==> src/rtl/regbank_read_arbiter_pkg.sv <==
// Shared types and constants for the regbank read-port arbiter and its round-robin picker.
// The optional WAIT timeout is enabled by defining RB_ARB_TIMEOUT_EN.
package regbank_read_arbiter_pkg;

   localparam int unsigned RB_ARB_ADDR_W   = 4;
   localparam int unsigned RB_ARB_DATA_W   = 32;
   localparam logic [31:0] RB_ARB_ERR_DATA = 32'hDEADBEEF;

   typedef enum logic [1:0] {
      IDLE = 2'd0,
      WAIT = 2'd1,
      RESP = 2'd2
   } rb_arb_state_e;

   // Index width for a requester count; never below one bit.
   function automatic int unsigned rb_arb_idx_w(input int unsigned n);
      return (n > 1) ? $clog2(n) : 1;
   endfunction

endpackage

==> src/rtl/regbank_read_arbiter_rr_pick.sv <==
// Combinational round-robin picker: first set request at or after ptr_i, wrapping to 0.
module regbank_read_arbiter_rr_pick
   import regbank_read_arbiter_pkg::*;
#(
   parameter int unsigned NREQ  = 4,
   parameter int unsigned IDX_W = rb_arb_idx_w(NREQ)
) (
   input  logic [NREQ-1:0]  req_i,
   input  logic [IDX_W-1:0] ptr_i,
   output logic [NREQ-1:0]  grant_o,
   output logic [IDX_W-1:0] idx_o,
   output logic             any_o
);

   function automatic logic [IDX_W-1:0] wrap_idx(input logic [IDX_W-1:0] p, input int unsigned off);
      return IDX_W'((32'(p) + off) % NREQ);
   endfunction

   // Scan from the farthest offset down so the nearest request is written last and wins.
   always_comb begin
      grant_o = '0;
      idx_o   = '0;
      any_o   = 1'b0;
      for (int i = int'(NREQ) - 1; i >= 0; i--) begin
         if (req_i[wrap_idx(ptr_i, 32'(i))]) begin
            grant_o                           = '0;
            grant_o[wrap_idx(ptr_i, 32'(i))]  = 1'b1;
            idx_o                             = wrap_idx(ptr_i, 32'(i));
            any_o                             = 1'b1;
         end
      end
   end

endmodule

==> src/rtl/regbank_read_arbiter.sv <==
// Round-robin arbiter sharing the regbank toggle-trigger read port among NREQ requesters.
// Define RB_ARB_TIMEOUT_EN to add a WAIT-state timeout returning RB_ARB_ERR_DATA with errOut.
module regbank_read_arbiter
   import regbank_read_arbiter_pkg::*;
#(
   parameter int unsigned NREQ    = 4,
   parameter int unsigned ADDR_W  = RB_ARB_ADDR_W,
   parameter int unsigned DATA_W  = RB_ARB_DATA_W
`ifdef RB_ARB_TIMEOUT_EN
   ,parameter int unsigned TIMEOUT = 16
`endif
) (
   input  logic                   clk,
   input  logic                   reset,
   input  logic [NREQ-1:0]        reqIn,
   input  logic [NREQ*ADDR_W-1:0] addrIn,
   output logic [NREQ-1:0]        grantOut,
   output logic [NREQ-1:0]        readyOut,
   output logic [DATA_W-1:0]      dataOut,
   output logic                   busyOut,
   output logic                   errOut,
   output logic                   triggerOutRB,
   output logic [31:0]            addrRB,
   input  logic                   readyInRB,
   input  logic [DATA_W-1:0]      dataInRB
);

   localparam int unsigned IDX_W = rb_arb_idx_w(NREQ);

   rb_arb_state_e     state_q, state_d;
   logic [IDX_W-1:0]  ptr_q, ptr_d;
   logic [IDX_W-1:0]  idx_q, idx_d;
   logic [31:0]       addr_q, addr_d;
   logic              trig_q, trig_d;
   logic [DATA_W-1:0] data_q, data_d;
   logic [NREQ-1:0]   grant_q, grant_d;
   logic [NREQ-1:0]   ready_q, ready_d;
   logic              busy_q;

   logic [NREQ-1:0]   pick_grant;
   logic [IDX_W-1:0]  pick_idx;
   logic              pick_any;
   logic [ADDR_W-1:0] pick_addr;

`ifdef RB_ARB_TIMEOUT_EN
   localparam int unsigned CNT_W = $clog2(TIMEOUT + 1);
   logic [CNT_W-1:0]  cnt_q, cnt_d;
   logic              err_q, err_d;
`endif

   regbank_read_arbiter_rr_pick #(
      .NREQ  (NREQ),
      .IDX_W (IDX_W)
   ) u_rr_pick (
      .req_i   (reqIn),
      .ptr_i   (ptr_q),
      .grant_o (pick_grant),
      .idx_o   (pick_idx),
      .any_o   (pick_any)
   );

   assign pick_addr = addrIn[32'(pick_idx)*ADDR_W +: ADDR_W];

   // Next-state and registered-output values; reqIn is only looked at in IDLE.
   always_comb begin
      state_d = state_q;
      ptr_d   = ptr_q;
      idx_d   = idx_q;
      addr_d  = addr_q;
      trig_d  = trig_q;
      data_d  = data_q;
      grant_d = grant_q;
      ready_d = '0;
`ifdef RB_ARB_TIMEOUT_EN
      err_d   = 1'b0;
      cnt_d   = cnt_q;
`endif
      case (state_q)
         IDLE: begin
            if (pick_any) begin
               idx_d   = pick_idx;
               addr_d  = 32'(pick_addr);
               trig_d  = ~trig_q;
               grant_d = pick_grant;
               state_d = WAIT;
`ifdef RB_ARB_TIMEOUT_EN
               cnt_d   = '0;
`endif
            end
         end
         WAIT: begin
            // A completion arriving on the limit cycle still delivers real data.
            if (readyInRB) begin
               data_d  = dataInRB;
               ready_d = grant_q;
               state_d = RESP;
            end
`ifdef RB_ARB_TIMEOUT_EN
            else if (cnt_q == CNT_W'(TIMEOUT - 1)) begin
               data_d  = DATA_W'(RB_ARB_ERR_DATA);
               ready_d = grant_q;
               err_d   = 1'b1;
               state_d = RESP;
            end else begin
               cnt_d   = cnt_q + CNT_W'(1);
            end
`endif
         end
         RESP: begin
            ptr_d   = IDX_W'((32'(idx_q) + 32'd1) % NREQ);
            grant_d = '0;
            state_d = IDLE;
         end
         default: begin
            grant_d = '0;
            state_d = IDLE;
         end
      endcase
   end

   always_ff @(posedge clk) begin
      if (reset) begin
         state_q <= IDLE;
         ptr_q   <= '0;
         idx_q   <= '0;
         addr_q  <= '0;
         trig_q  <= 1'b0;
         data_q  <= '0;
         grant_q <= '0;
         ready_q <= '0;
         busy_q  <= 1'b0;
      end else begin
         state_q <= state_d;
         ptr_q   <= ptr_d;
         idx_q   <= idx_d;
         addr_q  <= addr_d;
         trig_q  <= trig_d;
         data_q  <= data_d;
         grant_q <= grant_d;
         ready_q <= ready_d;
         busy_q  <= (state_d != IDLE);
      end
   end

`ifdef RB_ARB_TIMEOUT_EN
   always_ff @(posedge clk) begin
      if (reset) begin
         cnt_q <= '0;
         err_q <= 1'b0;
      end else begin
         cnt_q <= cnt_d;
         err_q <= err_d;
      end
   end

   assign errOut = err_q;
`else
   assign errOut = 1'b0;
`endif

   assign grantOut     = grant_q;
   assign readyOut     = ready_q;
   assign dataOut      = data_q;
   assign busyOut      = busy_q;
   assign triggerOutRB = trig_q;
   assign addrRB       = addr_q;

endmodule

==> config.mk <==
export PLATFORM = sky130hd
export DESIGN_NAME = regbank_read_arbiter
export DESIGN_NICKNAME = d
export VERILOG_FILES = /design/src/rtl/regbank_read_arbiter_pkg.sv /design/src/rtl/regbank_read_arbiter_rr_pick.sv /design/src/rtl/regbank_read_arbiter.sv
export SDC_FILE = /design/constraint.sdc
export NUM_CORES = 1
export LEC_CHECK = 0
export ABC_AREA = 1
export CAP_MARGIN = 0
export CORE_UTILIZATION = 41
export DETAILED_ROUTE_END_ITERATION = 7
export GPL_TIMING_DRIVEN = 1
export PLACE_DENSITY = 0.87
export SLEW_MARGIN = 40
export SYNTH_ARGS = -nofsm -noshare
export SYNTH_HDL_FRONTEND = slang
export SYNTH_SLANG_ARGS = --single-unit
export TNS_END_PERCENT = 1
==> constraint.sdc <==
create_clock -name clk -period 2.42 [get_ports clk]
set_input_delay 0.484 -clock clk [delete_from_list [all_inputs] [get_ports clk]]
set_output_delay 0.484 -clock clk [all_outputs]
set_load 0.05 [all_outputs]
# ---- Word level (Yosys, flattened, before mapping)
# Index checks and enable logic that the tools add are counted.
dict set report op_classes {
  add_sub_neg 4
  magnitude_cmp 8
  n_eq_ne 3
  n_shift 1
  muxes 33
  bitwise_logic 3
  n_reduce_logical 10
}
# op count
set op_table {}
lappend op_table {{4-bit 2-to-1 mux} 5}
lappend op_table {{16-bit by 5-bit indexed part select with 4-bit output} 1}
lappend op_table {{2-bit by 3-bit less-than comparator with 1-bit output (second input constant)} 4}
lappend op_table {{1-bit 2-to-1 mux} 12}
lappend op_table {{2-bit 2-to-1 mux} 6}
lappend op_table {{1-bit binary-select mux with 2-bit select} 4}
lappend op_table {{1-bit demux with 2-bit select} 4}
lappend op_table {{2-bit by 1-bit >= comparator with 1-bit output (second input constant)} 4}
lappend op_table {{4-bit one-hot mux with 2 select lines} 1}
lappend op_table {{2-bit AND reduction} 3}
lappend op_table {{2-bit by 1-bit adder with 2-bit output (second input constant)} 2}
lappend op_table {{2-bit adder (second input constant)} 2}
lappend op_table {{1-bit logical AND} 4}
lappend op_table {{2-bit one-hot mux with 2 select lines} 1}
lappend op_table {{1-bit NOT} 3}
lappend op_table {{3-bit OR reduction} 1}
lappend op_table {{2-bit by 1-bit equality test with 1-bit output (second input constant)} 1}
lappend op_table {{2-bit equality test (second input constant)} 1}
lappend op_table {{2-bit zero test} 1}
lappend op_table {{2-bit inequality test (second input constant)} 1}
lappend op_table {{2-bit nonzero test} 1}
dict set report word_totals {
  ff_bits 52
  input_bits 55
  out_inout_bits 75
  wordCells 71
}

# ---- Depth between registers and ports, before layout
dict set report logic_depth {
  word_depth 11
  ltp_mapped 16
  ltp_nobuf 15
}

# ---- Cells and area by module
# Synthesis repeated with hierarchy kept, for this count alone.
dict set report unflattened {
  cells_unflattened 380
  hier_area_um2 2716.4
}
# mod n_inst cells_each area_each_um2
set modules_own_cells {}
lappend modules_own_cells {regbank_read_arbiter 1 293 2200.9}
lappend modules_own_cells {regbank_read_arbiter_rr_pick 1 87 515.5}

# ---- Worst setup path after synthesis
# Ideal clock, no wire load.
dict set report synth_path {
  path_kind {reg-to-reg}
  startpoint {register ptr_q[0]}
  endpoint {register trig_q, in the netlist triggerOutRB}
  setup_time_ns 0.144
  t_arrival_ns 1.745
  setup_slack_ns 0.531
  path_stages_with_launch 14
  cell_sequence {dfxtp_1 > buf_6 > inv_8 > ha_1 > inv_1 > nand3_2 > nand2_4 > nor2_2 > nand2_2 > nand2_4 > inv_4 > buf_6 > o21ai_1 > a21oi_1}
}
dict set report synth_between {
  elab_chain_len 8
}
# element line_no
set synth_rtl {}
lappend synth_rtl {{start: declaration} regbank_read_arbiter.sv:31} ;# logic [IDX_W-1:0] ptr_q, ptr_d;
lappend synth_rtl {{start signal: assignment} regbank_read_arbiter.sv:134} ;# ptr_q <= ptr_d;
lappend synth_rtl {{2-bit adder} regbank_read_arbiter_rr_pick.sv:16} ;# return IDX_W'((32'(p) + off) % NREQ);
lappend synth_rtl {{1-bit binary-select mux with 2-bit select} regbank_read_arbiter_rr_pick.sv:25} ;# if (req_i[wrap_idx(ptr_i, 32'(i))]) begin
lappend synth_rtl {{1-bit 2-to-1 mux (implied by the code)} regbank_read_arbiter_rr_pick.sv:25}
lappend synth_rtl {{1-bit 2-to-1 mux (3 in series)} regbank_read_arbiter_rr_pick.sv:25}
lappend synth_rtl {{1-bit 2-to-1 mux (*)} regbank_read_arbiter_rr_pick.sv:25}
lappend synth_rtl {{2-bit AND reduction (no line) (*)} -}
lappend synth_rtl {{end signal: assignment} regbank_read_arbiter.sv:137} ;# trig_q <= trig_d;
lappend synth_rtl {{end: declaration} regbank_read_arbiter.sv:34} ;# logic trig_q, trig_d;
# Every way passes the cells marked *; elsewhere a longest branch is shown, timed or not. The select of a mux whose other input is x is not followed.
# A chain may end at the register's enable or synchronous reset.

# ---- Final worst setup path
dict set report layout_path {
  startpoint {register ptr_q[1]}
  endpoint {register addr_q[3], in the netlist addrRB[3]}
}
dict set report layout_between {
  elab_chain_len 8
}
# element line_no
set layout_rtl {}
lappend layout_rtl {{2-bit adder} regbank_read_arbiter_rr_pick.sv:16}
lappend layout_rtl {{1-bit binary-select mux with 2-bit select} regbank_read_arbiter_rr_pick.sv:25}
lappend layout_rtl {{1-bit 2-to-1 mux (implied by the code)} regbank_read_arbiter_rr_pick.sv:25}
lappend layout_rtl {{2-bit 2-to-1 mux / 1-bit 2-to-1 mux (equally long branches) (4 in series)} regbank_read_arbiter_rr_pick.sv:25}
lappend layout_rtl {{16-bit by 5-bit indexed part select with 4-bit output / 2-bit AND reduction (equally long branches)} -}
lappend layout_rtl {{end signal: assignment} regbank_read_arbiter.sv:136} ;# addr_q <= addr_d;
lappend layout_rtl {{end: declaration} regbank_read_arbiter.sv:33} ;# logic [31:0] addr_q, addr_d;
# Several ways; a longest one is shown, not always the timed one. The select of a mux whose other input is x is not followed.

==> impl_metrics.ini <==
[status]
status = finished, final reports clean

[synthesis]
ys_ff_latch = 52
syn_area_um2 = 2720
synthesis.instances = 375
synth.distinct_cells = 28
ys_warn_count = 0
synth.avg_cell_area_um2 = 7.25
synth_seq_area_share = 0.383

[critical_path]
worstPathArrival_ps = 2330
crit_path_start_kind = flop
worstSetupPathType = reg2reg
cp-end-kind = flop
reg2reg_slack_ps = 290
critPathMaxFanout = 10
crit_top_cell = nand2_4
regToRegStartpoint = ptr_q[1]
required_ps = 2620
reg2reg_depth = 15
slowest_stage = dfxtp_1
cp_slowest_stage_delay_ps = 520
cp_cell_sequence = inv_2 > ha_1 > inv_1 > nand3_2 > nand2_4 > inv_4 > nand2_2 > nand2_2 > nand2_4 > nand2_4 > nand2_1 > nand3_1 > nand3_1 > nand2_1 > inv_1
r2r-end = addrRB[3]

[clocking]
cts_setup_buffers = 0
htreeDepth = 2
clock_latency_ps = 290
clk_path_buf_depth = 2
path_clk_slew_ps = 90
cts_hold_buf = 0
cts_sinks = 52
cts_resized = 0
cts_buffers = 5
ctsRootBufferMaster = clkbuf_8
cts_tree = built

[layout]
fillers = 578
regArea_um2 = 1040
antenna_cells = 0
multi_input_area_um2 = 1340
layout.nets = 535
area_growth_pct = 39.8
drive_gt1_frac = 0.0992
fin_util = 0.595
fin_cells = 551

[die]
num_rows = 29
core_area_um2 = 6390
fp.dieArea_um2 = 6960
ios = 130
die_h_um = 83.5
start_util = 0.426
die_w_um = 83.5

[power]
netSwitchingPower_mw = 0.888
power_density_nw_per_um2 = 634
power_frac_seq = 0.399
clock_power_share = 0.240
finalPower_mw = 2.41
ir_drop_uv = 361
internal_power_mw = 1.52
pwr-share-comb = 0.361
leakage_nw = 1.63
netSwitchingFraction = 0.368

[detailed_routing]
wl_um = 6120
wl_per_cell_um = 11.1
routed-wl-met3_um = 472
highest_layer = met4
vias = 2623
antenna_left = 0
met2_length_um = 3040
drc = 0
drt_pass1_iterations = 4
wl_met1_um = 2520
drtIter0Drc = 145
viasPerCell = 4.76

[timing]
slew_headroom = 0.641
finalCritPeriodShare = 0.880
holdWs_ps = 445
fin_setup_tns_ps = 0
worstMarginPinSlew_ps = 537
rsz0062_at_grt = no
max_freq_ghz = 0.469
drv_slew = 0
layout_min_cycle_time_ps = 2130
hold_violations = 0
finClkSkew_ps = 5.47
setup_viol = 0

[job]
maxCapViolCount = 0

[placed_design]
dp.final_hpwl_um = 4750
gp_congestion = 1.01
place_inst = 543
io_buffers = 100

[min_path]
hp-start = grantOut[2]
min_path_cells = 2
hold_end = readyOut[2]
hp-class = reg2reg

[grt]
grt_max_degree = 34
grt_pass1_vias = 2341
grt_pass1_wl_um = 10300
grt_overflow = 0
grt.total_usage = 0.176
antenna_found_initial = 0
==> power groups by stage <==
stage	combinational [mW]	clock [mW]	sequential, mW
2_1_floorplan	0.450	0	1.17
3_3_place_gp	0.849	0	0.980
4_1_cts	0.869	0.596	0.963
5_1_grt	0.933	0.630	0.973
3_5_place_dp	0.866	0	0.981
6_report	0.870	0.578	0.963
==> cell type report <==
cell class / instances / share of cell area
Clock buffer: 5 / 0.0181
Clock inverter: 3 / 0.0112
Inverter: 39 / 0.0418
Multi-Input combinational cell: 270 / 0.353
Sequential cell: 52 / 0.274
Tap cell: 77 / 0.0253
Timing Repair Buffer: 105 / 0.276
==> flip-flops by register name, summed over array words and instances (netlist names) <==
name          count
state_q           2
grantOut          4
idx_q             2
addrRB            4
busyOut           1
triggerOutRB      1
dataOut          32
ptr_q             2
readyOut          4
==> critical path, delay by kind of cell, from the launching register on <==
kind	cells	cell delay [ps]
AND/OR/NAND/NOR	10	840
flip-flops	1	520
adder cells (fa/ha/maj)	1	350
buffers and inverters	4	340
==> metrics by stage <==
step | cell area, um^2 | setup slack [ps]
finish | 3800 | 290
floorplan | 2830 | 531
global route | 3800 | 98.7
global placement | 3690 | 335
detailed placement | 3690 | 252
CTS | 3800 | 327
==> synthesized netlist by cell type (all sizes together) <==
cell type    n  area share
nand2      117        0.19
dfxtp       52        0.38
a21oi       43       0.080
inv         39       0.058
buf         31       0.088
nand3       27       0.061
nor2        25       0.035
o21ai       12       0.023
clkbuf      11       0.015
ha           7       0.032
nand3b       4       0.011
o211ai       2      0.0092
a31oi        1      0.0023
conb         1      0.0014
nor3         1      0.0018
o22ai        1      0.0023
xnor2        1      0.0032
==> layer usage <==
layer / vias up / track usage
li1: 1318 / -
met3: 10 / 0.0425
met4: 0 / 0.0385
met2: 120 / 0.314
met5: - / 0
met1: 1175 / 0.214
==> cell families after synthesis <==
group                      Yosys count  synth area share
buffers and inverters               81             0.162
DFF                                 52             0.383
AOI/OAI and AO/OA                   59             0.118
other                                1           0.00138
xor gates and xnor gates             1           0.00322
and+or+nand+nor                    174             0.301
adders and majority gates            7            0.0322
==> worst max path at each step <==
stage	from	end	slack [ps]	cells past startpoint
3_3_place_gp	reqIn[0]	addrRB[0]	330	13
6_report	ptr_q[1]	addrRB[3]	290	15
3_5_place_dp	reqIn[3]	addrRB[3]	250	14
5_1_grt	ptr_q[1]	addrRB[3]	100	14
2_1_floorplan	ptr_q[0]	triggerOutRB	530	13
4_1_cts	ptr_q[1]	addrRB[1]	330	15
==> placed cells by master, fill, tap and decap left out, types with 7 or more instances in the layout <==
cell and instances:
a21oi_1 42, clkdlybuf4s50_1 100, conb_1 29, dfxtp_1 52, ha_1 7, inv_1 33
nand2_1 100, nand2_2 9, nand2_4 8, nand3_1 21, nor2_1 24, o21ai_0 9
Note: power is estimated with default switching activity, not from simulation.
